### config.mk
export PLATFORM = sky130hd
export DESIGN_NAME = bcd_to_binary_seq
export DESIGN_NICKNAME = d
export VERILOG_FILES = /design/src/rtl/bcd_pkg.sv /design/src/rtl/bcd_digit_check.sv /design/src/rtl/bcd_to_binary_seq.sv
export SDC_FILE = /design/constraint.sdc
export NUM_CORES = 1
export LEC_CHECK = 0
export ABC_AREA = 1
export CAP_MARGIN = 10
export CORE_UTILIZATION = 38
export DETAILED_ROUTE_END_ITERATION = 7
export MAX_ROUTING_LAYER = met4
export PLACE_DENSITY_LB_ADDON = 0.25
export SLEW_MARGIN = 20
export SYNTH_ARGS = -nofsm -noshare
export SYNTH_HDL_FRONTEND = slang
export SYNTH_SLANG_ARGS = --single-unit
export TNS_END_PERCENT = 1
### constraint.sdc
create_clock -name clk -period 4.2 [get_ports clk]
set_input_delay 1.26 -clock clk [delete_from_list [all_inputs] [get_ports clk]]
set_output_delay 1.26 -clock clk [all_outputs]
set_load 0.02 [all_outputs]
### src/rtl/bcd_pkg.sv
// Shared BCD definitions: converter state encoding, digit limit and a digit-validity helper
// reused by the BCD decoder family.
package bcd_pkg;

   typedef enum logic [1:0] {
      IDLE,
      CONV,
      DONE
   } conv_state_t;

   localparam logic [3:0] BCD_MAX = 4'd9;

   function automatic logic is_bcd(input logic [3:0] digit);
      return digit <= BCD_MAX;
   endfunction

endpackage

### src/rtl/bcd_digit_check.sv
// Combinational validity flag for one BCD digit: high when the nibble is 0..9.
module bcd_digit_check
   import bcd_pkg::*;
(
   input  logic [3:0] digit,
   output logic       valid
);

   assign valid = is_bcd(digit);

endmodule

### src/rtl/bcd_to_binary_seq.sv
// Sequential packed-BCD to binary converter: accepts NDIG digits, accumulates MSD-first
// one digit per clock, and presents the result (or 0 with err) on a valid/ready port.
module bcd_to_binary_seq
   import bcd_pkg::*;
#(
   parameter  int NDIG  = 4,
   localparam int BIN_W = $clog2(10**NDIG)
) (
   input  logic              clk,
   input  logic              rst,
   input  logic              in_valid,
   output logic              in_ready,
   input  logic [4*NDIG-1:0] bcd_in,
   output logic              out_valid,
   input  logic              out_ready,
   output logic [BIN_W-1:0]  bin_out,
   output logic              err
);

   localparam int WORD_W = 4 * NDIG;
   localparam int CNT_W  = $clog2(NDIG + 1);
   localparam logic [CNT_W-1:0] LAST_CNT = CNT_W'(NDIG - 1);

   conv_state_t       state;
   logic [BIN_W-1:0]  acc;
   logic [BIN_W-1:0]  acc_next;
   logic [WORD_W-1:0] shift_reg;
   logic [CNT_W-1:0]  cnt;
   logic [BIN_W-1:0]  bin_r;
   logic              err_r;
   logic [NDIG-1:0]   digit_ok;
   logic              any_bad;

   for (genvar g = 0; g < NDIG; g++) begin : g_chk
      bcd_digit_check u_chk (
         .digit (bcd_in[4*g +: 4]),
         .valid (digit_ok[g])
      );
   end

   assign any_bad = |(~digit_ok);

   // acc*10 as shift-add; invalid digits are still accumulated, the output mux hides them
   assign acc_next = (acc << 3) + (acc << 1) + BIN_W'(shift_reg[WORD_W-1 -: 4]);

   always_ff @(posedge clk) begin
      if (rst) begin
         state     <= IDLE;
         acc       <= '0;
         shift_reg <= '0;
         cnt       <= '0;
         bin_r     <= '0;
         err_r     <= 1'b0;
      end else begin
         case (state)
            IDLE: begin
               if (in_valid) begin
                  shift_reg <= bcd_in;
                  acc       <= '0;
                  cnt       <= '0;
                  err_r     <= any_bad;
                  bin_r     <= '0;
                  state     <= CONV;
               end
            end
            CONV: begin
               acc       <= acc_next;
               shift_reg <= shift_reg << 4;
               cnt       <= cnt + 1'b1;
               if (cnt == LAST_CNT) begin
                  bin_r <= err_r ? '0 : acc_next;
                  state <= DONE;
               end
            end
            DONE: begin
               if (out_ready) state <= IDLE;
            end
            default: state <= IDLE;
         endcase
      end
   end

   assign in_ready  = (state == IDLE);
   assign out_valid = (state == DONE);
   assign bin_out   = bin_r;
   assign err       = err_r;

endmodule

==> impl_metrics.ini <==
[yosys]
synth.largest_area_cell = dfxtp_1
syn_area_um2 = 2770
synth_common_cells = 124 x nand2_1, 49 x dfxtp_1, 39 x a21oi_1
ys_ff_latch = 49
synth.most_common_cell = nand2_1
synth.avg_cell_area_um2 = 7.15
synth_cells = 387
synthDistinctLibCells = 26
synthArstFlopShare = 0
yosysTopAreaCellShare = 0.355
syn_nets = 433
seq_area_frac_synth = 0.355
synth_area_leaders = dfxtp_1 35%, nand2_1 17%, ha_1 11%, a21oi_1 7.1%, inv_1 4.6%
yosys_warnings = 0
synth-main-ff-cell = dfxtp_1
synth_edf_count = 0

[clock_network]
cts.repair.resized = 0
clock_sinks = 49
cts_tree = yes
numCtsBuffers = 5
post_cts_buffers = 0
cts.path.max_buffers = 2
cts_root_buf = clkbuf_8
ctsHoldBuffers = 0
h-tree-depth = 2
clk_pin_slew_ns = 0.10
clk_latency_ns = 0.31

[timing]
final_hold_viol_count = 0
period_needed_ns = 3.00
rsz0062_at_grt = no
fin_worst_skew_ns = 0.00338
setup_violations = 0
clock.fmax_mhz = 333
max-slew-margin-rel = 0.355
tightestPinTransition_ns = 0.965
finalCritPeriodShare = 0.715
drv_slew = 0
setup-tns-final_ns = 0

[worst_hold_path]
hold_end = bin_out[10]
hold_start = bin_out[10]
hold_depth = 2
min_path_type = flip-flop to flip-flop

[power]
p_per_area_nw_per_um2 = 295
p_seq_frac = 0.520
comb_power_share = 0.151
switching_share = 0.295
p_leak_nw = 1.42
clockPowerShare = 0.329
vdd_drop_max_mv = 0.168
power_switching_mw = 0.284
intPower_mw = 0.680

[routing]
drt_iter0_markers = 146
vias = 2559
wl_per_cell_um = 12.5
firstDrtPassIters = 5
via_per_inst = 5.00
totalWireLength_mm = 6.38
drc = 0
drtAntennaViolNets = 0

[setup_path]
path_buf_inv = 3
cp_max_fo = 25
critPathRequiredTime_ns = 4.39
path_class = input pin to flip-flop
r2r_cells = 10
cp.arrival_ns = 3.19
timing.rr.start = acc[0]
critPathLaunchType = input pin
crit_family = buffers and inverters
rrSetupSlack_ns = 1.85
critPathMaxStageDelay_ns = 0.68
endpoint_kind = flip-flop
path_cells = clkdlybuf4s50_1 > inv_1 > nor2_4 > nor2_2 > inv_2 > o21ai_0 > a31oi_1
crit_slowest_cell = nor2_2
worstReg2RegEnd = bin_out[10]

[global_routing]
grt_pass1_wl_mm = 10.7
antenna_found_initial = 0
first_global_vias = 2321
gr-total-overflow = 0
grtUsageTotal = 0.188
grt_max_degree = 43

[cells_and_area]
n_antenna_cell = 0
nets = 461
drive_gt1_frac = 0.0553
areaGrowthSynthToFinish_pct = 17.9
fillers = 720
largest_reg_flops = 16
finalNonFillerCells = 512

[floorplanning]
die_x_um = 87.3
row_count = 30
die_area_um2 = 7620
pin_count = 37
core_area_um2 = 6910
die-height_um = 87.3
initial_core_util = 0.401

[place]
dpl.hpwl_mm = 4.64
dp_cells = 504
io_buffers = 36
routabilityCongestion = 0.832

[outcome]
status = finished, final reports clean

[flow_run]
cap_violations = 0
## layout make-up
type / count / area, µm² / share of cell area
Tap cell: 96 / 120 / 0.0368
Clock inverter: 2 / 17.5 / 0.00537
Clock buffer: 6 / 82.6 / 0.0253
Inverter: 38 / 143 / 0.0437
Sequential cell: 49 / 981 / 0.301
Timing Repair Buffer: 37 / 368 / 0.113
Multi-Input combinational cell: 284 / 1550 / 0.475
## worst register-to-register path, stage by stage, from the launching register on
cell      delay, ns
dfxtp_1        0.39
inv_1          0.08
fa_1           0.52
fa_1           0.42
inv_1          0.12
nand3_1        0.08
nand3_1        0.13
nand2_1        0.10
nand3b_1       0.12
nand4_1        0.15
a21oi_1        0.18
## how the worst max path moves through the flow
stage                     slack [ns]  depth (start not counted)             to  startpoint
after floorplan                 2.12                          7         acc[1]    in_valid
after global placement          0.94                          7   shift_reg[4]    in_valid
after detailed placement        0.86                          7   shift_reg[4]    in_valid
after CTS                       1.21                          7   shift_reg[6]    in_valid
after global routing            0.89                          7  shift_reg[13]    in_valid
final                           1.20                          7   shift_reg[4]    in_valid
## power by group through the flow
| stage | sequential [mW] | clock (mW) | combinational, mW |
|---|---|---|---|
| floorplan | 0.510 | 0 | 0.105 |
| global placement | 0.512 | 0 | 0.143 |
| detailed placement | 0.511 | 0 | 0.146 |
| CTS | 0.501 | 0.321 | 0.146 |
| global route | 0.504 | 0.343 | 0.165 |
| finish | 0.501 | 0.317 | 0.145 |
## placed cells by master, fill, tap and decap left out, drive strengths merged, types with 2 or more instances in the layout
| master | count |
|---|---|
| clkdlybuf4s50 | 36 |
| a31oi | 13 |
| fa | 2 |
| nand3b | 4 |
| inv | 39 |
| nand3 | 22 |
| ha | 24 |
| nand2 | 125 |
| clkbuf | 6 |
| a21oi | 40 |
| nand4 | 12 |
| o21ai | 18 |
| nor2 | 16 |
| or2 | 4 |
| dfxtp | 49 |
## kinds of logic after synthesis
logic type,count (synthesis),synth area share
buffers and inverters,54,0.0850
XOR/XNOR,1,0.00317
adder cells (fa/ha/maj),26,0.123
flip-flops,49,0.355
AO/OA/AOI/OAI,73,0.144
AND/OR/NAND/NOR,184,0.290
## through the flow
step | util | hold slack, ns | cell area [µm²] | setup slack [ns] | power [mW]
2_1_floorplan | - | 0.433 | 2770 | 2.12 | 0.614
3_3_place_gp | 0.458 | 0.450 | 3160 | 0.937 | 0.655
3_5_place_dp | 0.458 | 0.457 | 3160 | 0.860 | 0.658
4_1_cts | 0.472 | 0.472 | 3260 | 1.21 | 0.969
5_1_grt | 0.472 | 0.495 | 3260 | 0.885 | 1.01
6_report | 0.472 | 0.471 | 3260 | 1.20 | 0.964
## routing by layer
layer,wire length (µm),track usage,vias to the layer above
li1,-,-,1335
met1,3110,0.247,1160
met2,2940,0.301,62
met3,290,0.0284,2
met4,36,0.0537,0
met5,0,-,-
(Power assumes the default switching activity.)
